### src/rtl/pipe_pkg.sv
// Shared definitions for the EX->MEM pipeline stage: default widths and
// the execute-stage result bundle layout.
package pipe_pkg;

   localparam int DBITS_DEFAULT     = 32;
   localparam int REG_IDX_W_DEFAULT = 4;
   localparam int FUNC_W            = 4;

   // Bundle at default widths; the stage re-declares it locally when its
   // width parameters differ.
   typedef struct packed {
      logic [FUNC_W-1:0]            func;
      logic [FUNC_W-1:0]            op;
      logic [DBITS_DEFAULT-1:0]     regData2;
      logic [DBITS_DEFAULT-1:0]     result;
      logic [REG_IDX_W_DEFAULT-1:0] rs2;
      logic [REG_IDX_W_DEFAULT-1:0] rd;
      logic                         meMuxSel;
      logic                         wrReg;
      logic                         wrMem;
   } ex_bundle_t;

endpackage

### src/rtl/pipe_skid_slot.sv
// One holding slot: a valid bit plus a bundle payload. clear_i only drops
// the valid bit; the payload keeps its last loaded value.
module pipe_skid_slot
   import pipe_pkg::*;
#(
   parameter type T = ex_bundle_t
) (
   input  logic clk,
   input  logic rst_n,
   input  logic load_i,
   input  logic clear_i,
   input  T     d_i,
   output logic valid_o,
   output T     q_o
);

   logic valid_q;
   T     data_q;

   always_ff @(posedge clk or negedge rst_n) begin
      if (!rst_n) begin
         valid_q <= 1'b0;
         data_q  <= '0;
      end else if (clear_i) begin
         valid_q <= 1'b0;
      end else if (load_i) begin
         valid_q <= 1'b1;
         data_q  <= d_i;
      end
   end

   assign valid_o = valid_q;
   assign q_o     = data_q;

endmodule

### src/rtl/ex_mem_pipe_stage.sv
// EX->MEM stage register with valid/ready handshake, optional skid slot,
// synchronous flush and forwarding-match outputs taken from the main slot.
module ex_mem_pipe_stage
   import pipe_pkg::*;
#(
   parameter int DBITS               = DBITS_DEFAULT,
   parameter int REG_INDEX_BIT_WIDTH = REG_IDX_W_DEFAULT,
   parameter int SKID                = 1
) (
   input  logic                           clk,
   input  logic                           reset,
   input  logic                           flush,
   input  logic                           in_valid,
   output logic                           in_ready,
   input  logic [FUNC_W-1:0]              in_func,
   input  logic [FUNC_W-1:0]              in_op,
   input  logic [DBITS-1:0]               in_regData2,
   input  logic [DBITS-1:0]               in_result,
   input  logic [REG_INDEX_BIT_WIDTH-1:0] in_rs2,
   input  logic [REG_INDEX_BIT_WIDTH-1:0] in_rd,
   input  logic                           in_meMuxSel,
   input  logic                           in_wrReg,
   input  logic                           in_wrMem,
   output logic                           out_valid,
   input  logic                           out_ready,
   output logic [FUNC_W-1:0]              out_func,
   output logic [FUNC_W-1:0]              out_op,
   output logic [DBITS-1:0]               out_regData2,
   output logic [DBITS-1:0]               out_result,
   output logic [REG_INDEX_BIT_WIDTH-1:0] out_rs2,
   output logic [REG_INDEX_BIT_WIDTH-1:0] out_rd,
   output logic                           out_meMuxSel,
   output logic                           out_wrReg,
   output logic                           out_wrMem,
   input  logic [REG_INDEX_BIT_WIDTH-1:0] fwd_rs1,
   input  logic [REG_INDEX_BIT_WIDTH-1:0] fwd_rs2,
   output logic                           fwd_hit1,
   output logic                           fwd_hit2,
   output logic [DBITS-1:0]               fwd_data,
   output logic                           fwd_stall
);

   typedef struct packed {
      logic [FUNC_W-1:0]              func;
      logic [FUNC_W-1:0]              op;
      logic [DBITS-1:0]               regData2;
      logic [DBITS-1:0]               result;
      logic [REG_INDEX_BIT_WIDTH-1:0] rs2;
      logic [REG_INDEX_BIT_WIDTH-1:0] rd;
      logic                           meMuxSel;
      logic                           wrReg;
      logic                           wrMem;
   } bundle_t;

   bundle_t in_b;
   bundle_t m_d;
   bundle_t m_q;
   bundle_t s_q;
   logic    m_valid;
   logic    s_valid;
   logic    m_load;
   logic    m_clr;
   logic    s_load;
   logic    s_clr;
   logic    accept;
   logic    deliver;
   logic    m_free;

   always_comb begin
      in_b          = '0;
      in_b.func     = in_func;
      in_b.op       = in_op;
      in_b.regData2 = in_regData2;
      in_b.result   = in_result;
      in_b.rs2      = in_rs2;
      in_b.rd       = in_rd;
      in_b.meMuxSel = in_meMuxSel;
      in_b.wrReg    = in_wrReg;
      in_b.wrMem    = in_wrMem;
   end

   // Handshake: a bundle moves on the input when in_valid & in_ready and
   // leaves on the output when out_valid & out_ready, both sampled at the
   // rising edge; a producer keeps offering until it sees the accept.
   always_comb begin
      accept  = in_valid & in_ready;
      deliver = out_valid & out_ready;
      m_free  = !m_valid | out_ready;
      m_load  = 1'b0;
      s_load  = 1'b0;
      s_clr   = flush;
      m_d     = in_b;
      if (!flush) begin
         if (m_free && s_valid) begin
            // The older skid entry goes first to keep FIFO order.
            m_load = 1'b1;
            m_d    = s_q;
            s_clr  = 1'b1;
         end else if (m_free) begin
            m_load = accept;
         end else begin
            s_load = accept;
         end
      end
      m_clr = flush | (deliver & !m_load);
   end

   pipe_skid_slot #(.T(bundle_t)) u_main (
      .clk     (clk),
      .rst_n   (reset),
      .load_i  (m_load),
      .clear_i (m_clr),
      .d_i     (m_d),
      .valid_o (m_valid),
      .q_o     (m_q)
   );

   if (SKID != 0) begin : g_skid
      pipe_skid_slot #(.T(bundle_t)) u_skid (
         .clk     (clk),
         .rst_n   (reset),
         .load_i  (s_load),
         .clear_i (s_clr),
         .d_i     (in_b),
         .valid_o (s_valid),
         .q_o     (s_q)
      );
      assign in_ready = !s_valid;
   end else begin : g_noskid
      assign s_valid  = 1'b0;
      assign s_q      = '0;
      assign in_ready = out_ready | !m_valid;
   end

   assign out_valid    = m_valid;
   assign out_func     = m_q.func;
   assign out_op       = m_q.op;
   assign out_regData2 = m_q.regData2;
   assign out_result   = m_q.result;
   assign out_rs2      = m_q.rs2;
   assign out_rd       = m_q.rd;
   assign out_meMuxSel = m_q.meMuxSel;
   assign out_wrReg    = m_q.wrReg & m_valid;
   assign out_wrMem    = m_q.wrMem & m_valid;

   // Register 0 is deliberately not special-cased in the match.
   assign fwd_hit1  = out_wrReg & (out_rd == fwd_rs1);
   assign fwd_hit2  = out_wrReg & (out_rd == fwd_rs2);
   assign fwd_data  = out_result;
   assign fwd_stall = (fwd_hit1 | fwd_hit2) & out_meMuxSel;

endmodule

### config.mk
export PLATFORM = sky130hd
export DESIGN_NAME = ex_mem_pipe_stage
export DESIGN_NICKNAME = d
export VERILOG_FILES = /design/src/rtl/pipe_pkg.sv /design/src/rtl/pipe_skid_slot.sv /design/src/rtl/ex_mem_pipe_stage.sv
export SDC_FILE = /design/constraint.sdc
export NUM_CORES = 1
export LEC_CHECK = 0
export BUFFER_PORTS_ARGS = -buffer_cell sky130_fd_sc_hd__buf_2
export CAP_MARGIN = 20
export CELL_PAD_IN_SITES_DETAIL_PLACEMENT = 0
export CELL_PAD_IN_SITES_GLOBAL_PLACEMENT = 1
export CORE_ASPECT_RATIO = 1.4
export CORE_MARGIN = 3
export CORE_UTILIZATION = 37
export DETAILED_ROUTE_END_ITERATION = 8
export PLACE_DENSITY_LB_ADDON = 0.1
export SKIP_LAST_GASP = 1
export SLEW_MARGIN = 5
export SYNTH_ARGS = -nofsm -noshare
export SYNTH_HDL_FRONTEND = slang
export SYNTH_SLANG_ARGS = --single-unit
### constraint.sdc
create_clock -name clk -period 1.63 [get_ports clk]
set_clock_uncertainty 0.1 [all_clocks]
set_input_delay 0.163 -clock clk [delete_from_list [all_inputs] [get_ports clk]]
set_output_delay 0.163 -clock clk [all_outputs]
set_load 0.1 [all_outputs]
==> impl_metrics.ini <==
[finish]
area.sequential_um2 = 4210
post-route-util_pct = 61.7
drive_above_1_share_pct = 58.3
n_antenna_cell = 0
multi_input_comb_area_um2 = 3650
num-fill-cells = 1631
syn2layout_area_growth_pct = 61.3
fin_area_um2 = 12800
finalNetCount = 1059

[drt]
vias = 6020
wl_per_cell_um = 19.8
drtPass1Iterations = 4
ant_nets = 0
drtIter0Drc = 303
via_per_inst = 4.89
drt-total-wl_um = 24400
drc = 0

[clock_network]
clkLatencyLatePin_ps = 420
clk_pin_slew_ps = 70
clockRootBuffer = clkbuf_16
h-tree-depth = 4
cts_inserted_buffers = 17
cts_buffer_depth = 2
cts.sinks = 168
cts_tree = built

[grt]
met1_usage_pct = 27.0
antenna_found_initial = 0
met2_usage_pct = 36.4
track_usage_pct = 20.9
gr-total-overflow = 0
grt_max_degree = 70
grt_pass1_vias = 6535
met3_usage_pct = 3.94
grt_pass1_wl_um = 36900
gr-max-usage-layer = met2

[floorplan]
die_h_um = 179
initial_core_util_pct = 38.2
core_um2 = 20800
ios = 216
dieArea_um2 = 23300
fp-row-count = 62
fp.dieW_um = 130

[placement]
port_buffers = 215
dp_hpwl_um = 12400
pre_cts_ws_ps = -106
placed_area_um2 = 8850
gp_congestion = 0.741

[synthesis]
synth-seq-area-share_pct = 52.9
syn_inst = 680
synth_top_area_cell = dfrtp_1
synth_area_um2 = 7950
syn_area_per_cell_um2 = 11.7
synth.distinct_cells = 25
synth_seq_cells = 168
yosys_warnings = 0
synth_top_area_share_pct = 52.9
synth_fp_nets = 776
synth.area.top_cells = dfrtp_1, mux2_2, buf_4

[setup_path]
startpoint_type = flop
cp_data_required_time_ps = 1370
slowest_delay_ps = 440
crit_chain = nor2b_4 -> a2111oi_4 -> and3_4 -> o21a_4 -> buf_12
cp_slowest_cell = dfrtp_2
endpoint = fwd_stall
worstSetupPathType = reg -> out
crit_start = u_main.q_o[4]
cp_max_fo = 4
reg2reg_from = u_main.valid_o
reg2reg_depth = 7
r2r_end = u_main.q_o[42]
arrival_ps = 1850
cp-end-kind = output port
r2r_slack_ps = -340

[timing]
setup_viol = 170
fmax_mhz = 474
post-route-period-util_pct = 130
tightest_slew_ps = 531
drv_slew = 0
rsz0062_at_grt = yes
maxSlewHeadroom_pct = 64.8
fin_ws_ps = -481
min_period_ps = 2110
hold_viol = 0

[outcome]
violations = setup timing
status = complete, but fails checks

[power]
p_leak_uw = 0.00616
power_uw = 16200
peakVddDrop_mv = 0.702
power_per_cell_area_nw_per_um2 = 1270

[min_path]
hp-class = in -> reg

[job]
maxCapViolCount = 0
==> layout by cell type, fill, tap and decap left out, types with 19 or more instances in the layout <==
cell type / count
mux2i_2: 20
a21oi_1: 46
a21oi_2: 38
mux2_2: 19
mux2_4: 64
buf_16: 28
dfrtp_1: 166
buf_12: 39
dlygate4sd3_1: 86
nor2_1: 49
buf_6: 21
mux2i_1: 45
buf_2: 203
==> per-stage QoR <==
stage	hold slack, ps	cells	setup TNS [ps]
global route	72.2	1231	-47850
detailed placement	-57.8	1031	-5490
finish	35.7	1231	-38730
global placement	-61.1	1031	-2800
floorplan	-233	680	-43060
CTS	10.3	1239	-41560
==> flip-flops by register name, indices dropped and copies added (netlist names) <==
register,cells
g_skid.u_skid.q_o,83
g_skid.u_skid.valid_o,1
u_main.q_o,83
u_main.valid_o,1
==> power breakdown <==
group,total (uW),switching (uW),internal [uW]
clock,3880,1750,2120
sequential,5700,663,5040
combinational,6660,4640,2020
total,16200,7060,9180
==> cell usage after synthesis (all sizes together) <==
master   count
a222oi       2
nor3         2
o21a         1
xnor2        2
nand3        1
mux2i       83
a21oi       84
clkbuf      16
mux2        83
a2111oi      2
nand2b       1
inv          7
buf        133
nand2        1
or3          1
nor2b        5
dfrtp      168
nor2        85
and3         2
and2         1
==> timing repair <==
| item | in CTS | in global routing |
|---|---|---|
| endpoints found under the hold margin | 336 | 0 |
| pin swaps | 28 | 53 |
| gates resized for setup | 219 | 148 |
| gates cloned | 40 | 0 |
| setup endpoints to repair | 159 | 174 |
| setup buffers | 56 | 17 |
| hold buffers | 86 | 0 |
==> critical path: cells and delay by family, from the launching register on <==
kind | cells | cell delay (ps)
buf+inv | 1 | 160
compound gates | 2 | 440
flops | 1 | 440
simple gates | 2 | 380
==> cell families (layout without fill, tap and decap cells) <==
kind of cell / after synthesis / after routing / synth area share, %
simple gates: 99 / 100 / 5.20
compound gates: 89 / 89 / 5.86
flops: 168 / 168 / 52.9
xor+xnor: 2 / 2 / 0.221
mux: 166 / 166 / 22.2
buf+inv: 156 / 450 / 13.6
==> metal layers <==
metal / vias to the layer above / wire length [um] / share of wire (%)
li1: 2780 / - / -
met1: 3071 / 10400 / 43
met2: 147 / 12700 / 52
met3: 22 / 998 / 4.1
met4: 0 / 316 / 1.3
met5: - / 0 / 0
==> worst min-delay path by stage <==
stage / startpoint / end / slack (ps) / cells past startpoint
finish: in_valid / g_skid.u_skid.valid_o / 40 / 3
CTS: in_valid / u_main.valid_o / 10 / 3
global placement: reset / g_skid.u_skid.q_o[40] / -60 / 1
detailed placement: reset / u_main.q_o[40] / -60 / 1
floorplan: reset / g_skid.u_skid.q_o[0] / -230 / 0
global route: reset / u_main.q_o[40] / 70 / 2
==> cell type report <==
class | count | share of cell area [%]
Clock buffer | 19 | 3.38
Clock inverter | 12 | 0.918
Inverter | 7 | 0.205
Multi-Input combinational cell | 357 | 28.5
Sequential cell | 168 | 32.8
Tap cell | 256 | 2.50
Timing Repair Buffer | 412 | 31.7
Note: power is estimated with default switching activity, not from simulation.
